### src/rtl/spgd_pkg.sv
// Shared types and sizing helpers for the SPGD loop blocks.
// Holds the ADC averager state encoding and accumulator width rule.
package spgd_pkg;

  typedef enum logic [1:0] {
    ST_IDLE,
    ST_SETTLE,
    ST_ACCUM,
    ST_DONE
  } adc_avg_state_t;

  localparam int LOG2_N_MAX_DEF = 12;

  function automatic int acc_width(int adc_w, int log2_max);
    return adc_w + log2_max;
  endfunction

endpackage

### src/rtl/adc_fxp_scale.sv
// Converts an accumulated ADC sum into signed fixed point.
// Full-scale sample maps to +/-1.0; division by 2^l2n floors.
module adc_fxp_scale
  import spgd_pkg::*;
#(
  parameter int ACC_W = 26,
  parameter int ADC_W = 14,
  parameter int FRAC  = 16,
  parameter int FP_W  = 32
) (
  input  logic [ACC_W-1:0] acc_i,
  input  logic [3:0]       l2n_i,
  output logic [FP_W-1:0]  res_o
);

  localparam int LS = FRAC - (ADC_W - 1);
  localparam int EW = ACC_W + LS + FP_W;

  logic signed [EW-1:0] ext;

  always_comb begin
    ext   = {{(EW-ACC_W){acc_i[ACC_W-1]}}, acc_i};
    // arithmetic right shift truncates toward minus infinity
    res_o = FP_W'((ext <<< LS) >>> l2n_i);
  end

endmodule

### src/rtl/spgd_adc_avg.sv
// SPGD metric front end: settle, average 2^LOG2_N samples, report J.
// Answers the ADC_EN / ADC_DONE request handshake of the SPGD FSM.
module spgd_adc_avg
  import spgd_pkg::*;
#(
  parameter int ADC_WIDTH  = 14,
  parameter int FP_WIDTH   = 32,
  parameter int INT_WIDTH  = 16,
  parameter int LOG2_N_MAX = LOG2_N_MAX_DEF
) (
  input  logic                 ADC_CLK,
  input  logic                 ADC_RST_N,
  input  logic                 ADC_EN,
  input  logic [ADC_WIDTH-1:0] ADC_RAW,
  input  logic [15:0]          SETTLE,
  input  logic [3:0]           LOG2_N,
  output logic [FP_WIDTH-1:0]  ADC_OUT,
  output logic                 ADC_DONE,
  output logic                 BUSY
);

  localparam int FRAC  = FP_WIDTH - INT_WIDTH;
  localparam int ACC_W = acc_width(ADC_WIDTH, LOG2_N_MAX);

  adc_avg_state_t       state_q;
  logic [15:0]          cnt_q;
  logic [3:0]           l2n_q;
  logic [3:0]           l2n_clamp;
  logic [ACC_W-1:0]     acc_q;
  logic [ACC_W-1:0]     acc_d;
  logic [ADC_WIDTH-1:0] raw_q;
  logic [FP_WIDTH-1:0]  out_q;
  logic [FP_WIDTH-1:0]  scaled;
  logic                 done_q;
  logic                 busy_q;

  assign l2n_clamp = (LOG2_N > 4'(LOG2_N_MAX)) ?
                     4'(LOG2_N_MAX) : LOG2_N;

  always_comb begin
    acc_d = acc_q +
      {{(ACC_W-ADC_WIDTH){raw_q[ADC_WIDTH-1]}}, raw_q};
  end

  adc_fxp_scale #(
    .ACC_W (ACC_W),
    .ADC_W (ADC_WIDTH),
    .FRAC  (FRAC),
    .FP_W  (FP_WIDTH)
  ) u_scale (
    .acc_i (acc_d),
    .l2n_i (l2n_q),
    .res_o (scaled)
  );

  always_ff @(posedge ADC_CLK or negedge ADC_RST_N) begin
    if (!ADC_RST_N) begin
      state_q <= ST_IDLE;
      cnt_q   <= '0;
      l2n_q   <= '0;
      acc_q   <= '0;
      raw_q   <= '0;
      out_q   <= '0;
      done_q  <= 1'b0;
      busy_q  <= 1'b0;
    end else begin
      raw_q <= ADC_RAW;
      unique case (state_q)
        ST_IDLE: begin
          if (ADC_EN) begin
            l2n_q  <= l2n_clamp;
            acc_q  <= '0;
            busy_q <= 1'b1;
            if (SETTLE != 16'd0) begin
              state_q <= ST_SETTLE;
              cnt_q   <= SETTLE;
            end else begin
              state_q <= ST_ACCUM;
              cnt_q   <= 16'd1 << l2n_clamp;
            end
          end
        end
        ST_SETTLE: begin
          if (!ADC_EN) begin
            state_q <= ST_IDLE;
            busy_q  <= 1'b0;
          end else if (cnt_q == 16'd1) begin
            state_q <= ST_ACCUM;
            cnt_q   <= 16'd1 << l2n_q;
          end else begin
            cnt_q <= cnt_q - 16'd1;
          end
        end
        ST_ACCUM: begin
          if (!ADC_EN) begin
            state_q <= ST_IDLE;
            busy_q  <= 1'b0;
          end else begin
            acc_q <= acc_d;
            cnt_q <= cnt_q - 16'd1;
            if (cnt_q == 16'd1) begin
              state_q <= ST_DONE;
              busy_q  <= 1'b0;
              done_q  <= 1'b1;
              out_q   <= scaled;
            end
          end
        end
        ST_DONE: begin
          if (!ADC_EN) begin
            state_q <= ST_IDLE;
            done_q  <= 1'b0;
          end
        end
      endcase
    end
  end

  assign ADC_OUT  = out_q;
  assign ADC_DONE = done_q;
  assign BUSY     = busy_q;

endmodule
### config.mk
export PLATFORM = sky130hd
export DESIGN_NAME = spgd_adc_avg
export DESIGN_NICKNAME = d
export VERILOG_FILES = /design/src/rtl/spgd_pkg.sv /design/src/rtl/adc_fxp_scale.sv /design/src/rtl/spgd_adc_avg.sv
export SDC_FILE = /design/constraint.sdc
export NUM_CORES = 1
export LEC_CHECK = 0
export BUFFER_PORTS_ARGS = -buffer_cell sky130_fd_sc_hd__buf_2
export CORE_AREA = 3 3 99 149
export CTS_CLUSTER_SIZE = 24
export DETAILED_ROUTE_END_ITERATION = 7
export DIE_AREA = 0 0 102 152
export HOLD_SLACK_MARGIN = 0.06
export PLACE_DENSITY = 0.77
export REMOVE_ABC_BUFFERS = 1
export SLEW_MARGIN = 10
export SYNTH_ARGS = -nofsm -noshare
export SYNTH_HDL_FRONTEND = slang
export SYNTH_SLANG_ARGS = --single-unit
### constraint.sdc
create_clock -name ADC_CLK -period 3.3 [get_ports ADC_CLK]
set_clock_uncertainty 0.1 [all_clocks]
set_input_delay 0.66 -clock ADC_CLK [delete_from_list [all_inputs] [get_ports ADC_CLK]]
set_output_delay 0.66 -clock ADC_CLK [all_outputs]
set_load 0.05 [all_outputs]
==> metrics.md <==
| Metric | Value |
|---|---|
| Leakage dissipation | 4.09 nW |
| Die height | 152 um |
| Post-Route Utilization | 68.2% |
| Flip-flop and latch count after synthesis | 93 |
| Number of DRC markers in iteration 0 | 719 |
| DP Wirelength | 18500 um |
| Mapped Avg Cell Area | 8.43 um^2 |
| Highest-delay cell along the critical path | sky130_fd_sc_hd__dfrtp_1 |
| Worst ir drop on vdd | 0.630 mV |
| Portion of the post-synthesis area used by sequential elements | 31.3% |
| Kind of critical path | flip-flop to flip-flop |
| Last weighted congestion value of the routability-driven placer | 0.986 |
| Critical path capture point type | flip-flop |
| Clock latency on the worst-skew pair | 360 ps |
| Number of global-route vias before repair | 7855 |
| Proportion of synthesized flip-flops having asynchronous set or reset | 100% |
| Post-synth top area cell | sky130_fd_sc_hd__dfrtp_1 |
| Longest Clk Path Bufs | 2 |
| Total power | 7.51 mW |
| Min-delay worst type | primary input to asynchronous set/reset pin |
| Post-route setup TNS | 0 ps |
| Wire per inst | 21.0 um |
| Maximum number of pins on one net before global-route repair | 59 |
| Detailed Route WL | 24900 um |
| Maximum fanout encountered on the critical timing path | 4 |
| Post-detailed-route count of antenna-violating nets | 0 |
| Rows | 52 |
| Final Slew Violations | 0 |
| Antenna cell count | 0 |
| Full die area | 15500 um^2 |
| Most frequent cells after synthesis | sky130_fd_sc_hd__nand2_1, sky130_fd_sc_hd__dfrtp_1, sky130_fd_sc_hd__nor2_1, sky130_fd_sc_hd__o21ai_0, sky130_fd_sc_hd__a21oi_1 |
| Crit path required time | 3440 ps |
| Worst Max-Slew Pin Slew | 948 ps |
| Final min period | 3290 ps |
| Vias | 8027 |
| CTS buffer count | 9 |
| F_max | 304 MHz |
| Share of the clock period used by the worst path after layout | 99.8% |
| Number of DRC violations after detailed routing | 0 |
| Final Hold Viols | 0 |
| Synthesized area | 7440 um^2 |
| Top-Level Pins | 71 |
| CTS tree | built |
| Cell-by-cell trace of the critical path | ha_2 > fa_2 > a211oi_4 > o21ai_1 > a21oi_1 > buf_4 > xor2_1 > buf_4 > mux2i_1 > mux2_4 > mux2_2 > a22oi_2 > o21ai_1 |
| Synthesized instance count | 883 |
| Proportion of layout cells with a drive suffix above 1 | 28.6% |
| Final #Nets | 1089 |
| Overall track demand over capacity in global routing | 31.4% |
| Setup repair after global routing missed its margin | true |
| Number of clock sinks | 93 |
| Synth area leaders | sky130_fd_sc_hd__dfrtp_1, sky130_fd_sc_hd__ha_1, sky130_fd_sc_hd__o21ai_0, sky130_fd_sc_hd__nand2_1, sky130_fd_sc_hd__a21oi_1 |
| Arr. time, crit path | 3430 ps |
| Number of detailed-routing iterations run before antenna repair | 6 |
| Total number of yosys warnings | 0 |
| Core ar. | 13500 um^2 |
| Pre-CTS worst setup slack | -138 ps |
| Number of maximum-capacitance constraint violations | 0 |
| Critical Path Max Stage Delay | 390 ps |
| Most common flop cell mapped by yosys | sky130_fd_sc_hd__dfrtp_1 |
| Clock tree root buffer cell | sky130_fd_sc_hd__clkbuf_16 |
| Setup crit start kind | flip-flop |
| Status | finished, final reports clean |
| Residual overflow from global routing | 0 |
| Initial core utilization | 55.0% |
| Antenna violations before repair | 0 |
| Fraction of post-synthesis cell area in the top cell type by area | 31.3% |
| Buffer and inverter count on the worst path | 2 |
| Global-route wire length before repair | 39100 um |
| Most repeated cell in the gate-level netlist after synthesis | sky130_fd_sc_hd__nand2_1 |
| Distinct cells, synth | 89 |
| Count of buffers from port buffering | 70 |
| Number of flops mapped to enable cells by yosys | 0 |
| Slew Limit Headroom | 36.8% |
| PwrDens | 814 nW/um^2 |
| Total number of H-tree levels | 3 |
| Worst Setup Slack, final | 6.63 ps |
| DIE WIDTH | 102 um |
| Dominant delay contributor by cell family on the critical path | compound AO/OA/AOI/OAI gates |
| Area growth syn-to-layout | 24.0% |
| Number of endpoints failing setup at the final stage | 0 |
| Clock-pin slew reported for the worst setup and hold paths after clock tree synthesis | 80 ps |
| Average via count per standard cell | 6.76 |
-- metrics by stage --
| stage | hold slack (ps) | cell area, um^2 | std cells |
|---|---|---|---|
| 2_1_floorplan | 264 | 7180 | 824 |
| 3_3_place_gp | 358 | 8610 | 1167 |
| 3_5_place_dp | 366 | 8610 | 1167 |
| 4_1_cts | 180 | 8980 | 1186 |
| 5_1_grt | 195 | 9220 | 1187 |
| 6_report | 161 | 9220 | 1187 |
-- layout by cell type, fill, tap and decap left out, types with 7 or more instances in the layout --
cell type and count:
sky130_fd_sc_hd__a31oi_1 8, sky130_fd_sc_hd__nand4_1 14, sky130_fd_sc_hd__o21ai_0 68, sky130_fd_sc_hd__a21oi_1 58, sky130_fd_sc_hd__a211oi_1 19, sky130_fd_sc_hd__inv_1 13
sky130_fd_sc_hd__a22o_1 16, sky130_fd_sc_hd__xnor2_1 16, sky130_fd_sc_hd__nand2_1 96, sky130_fd_sc_hd__o211ai_1 18, sky130_fd_sc_hd__ha_1 27, sky130_fd_sc_hd__or3_1 8
sky130_fd_sc_hd__nor4_1 8, sky130_fd_sc_hd__mux2_2 8, sky130_fd_sc_hd__a211o_1 11, sky130_fd_sc_hd__dfrtp_1 92, sky130_fd_sc_hd__buf_2 69, sky130_fd_sc_hd__o21a_1 7
sky130_fd_sc_hd__nand3_1 12, sky130_fd_sc_hd__o21ai_1 15, sky130_fd_sc_hd__nor3_1 18, sky130_fd_sc_hd__mux2i_1 11, sky130_fd_sc_hd__xor2_1 7, sky130_fd_sc_hd__nor2_1 71
sky130_fd_sc_hd__a21oi_2 7, sky130_fd_sc_hd__buf_4 112, sky130_fd_sc_hd__clkbuf_16 9, sky130_fd_sc_hd__o31ai_1 7, sky130_fd_sc_hd__a211oi_2 8, sky130_fd_sc_hd__a21o_1 20
-- metal layers --
layer  global-route usage, %  share of wire [%]  vias to the layer above
li1                        -                  -                     3641
met1                    36.2                 35                     3824
met2                    52.8                 51                      436
met3                    4.04                6.7                      126
met4                    21.4                6.9                        0
met5                       0                  0                        -
-- where the power goes --
group          switching [mW]  total (mW)  leakage, nW  internal (mW)
registers               0.179        1.53         1.23           1.35
clock network           0.505        1.02        0.130          0.519
logic                    2.96        4.95         2.74           1.99
-- flip-flops by register name, indices dropped and copies added (netlist names) --
| name | cells |
|---|---|
| ADC_OUT | 29 |
| acc_q | 26 |
| cnt_q | 16 |
| raw_q | 14 |
| l2n_q | 4 |
| state_q | 2 |
| ADC_DONE | 1 |
| BUSY | 1 |
-- path summary, 6_finish.rpt --
path                                         from                     end  slack, ps  cells past startpoint
min                                     ADC_RST_N      raw_q[4]$_DFF_PN0_        160                      1
min reg2reg                ADC_OUT[1]$_DFFE_PN0P_  ADC_OUT[1]$_DFFE_PN0P_        380                      1
max reg2reg                  acc_q[0]$_DFFE_PN0P_  ADC_OUT[4]$_DFFE_PN0P_          7                     13
min in group ADC_CLK                   ADC_RAW[4]      raw_q[4]$_DFF_PN0_        300                      1
max                          acc_q[0]$_DFFE_PN0P_  ADC_OUT[4]$_DFFE_PN0P_          7                     13
max in group asynchronous               ADC_RST_N   cnt_q[12]$_DFFE_PN0P_       2240                      2
-- logic make-up after synthesis --
group,synth area share [%]
fa+ha+maj,5.48
flops,31.3
xor+xnor,3.06
compound gates,33.5
simple gates,17.8
buf+inv,4.20
mux,4.66
-- final cells by class --
cell class | instances | area [um^2]
clock buffers | 10 | 229
clock inverters | 6 | 46.3
fillers | 1116 | 4310
inverters | 15 | 56.3
multi-input cells | 716 | 5100
flip-flops and latches | 93 | 2330
well taps | 162 | 203
repair buffers | 185 | 1260
-- timing repair --
item | 4_1_cts | 5_1_grt
buffers inserted | 3 | 2
gates resized for setup | 15 | 46
hold buffers | 0 | 0
setup endpoints to repair | 21 | 26
pin swaps | 6 | 19
Power figures use the tool's default switching activity.
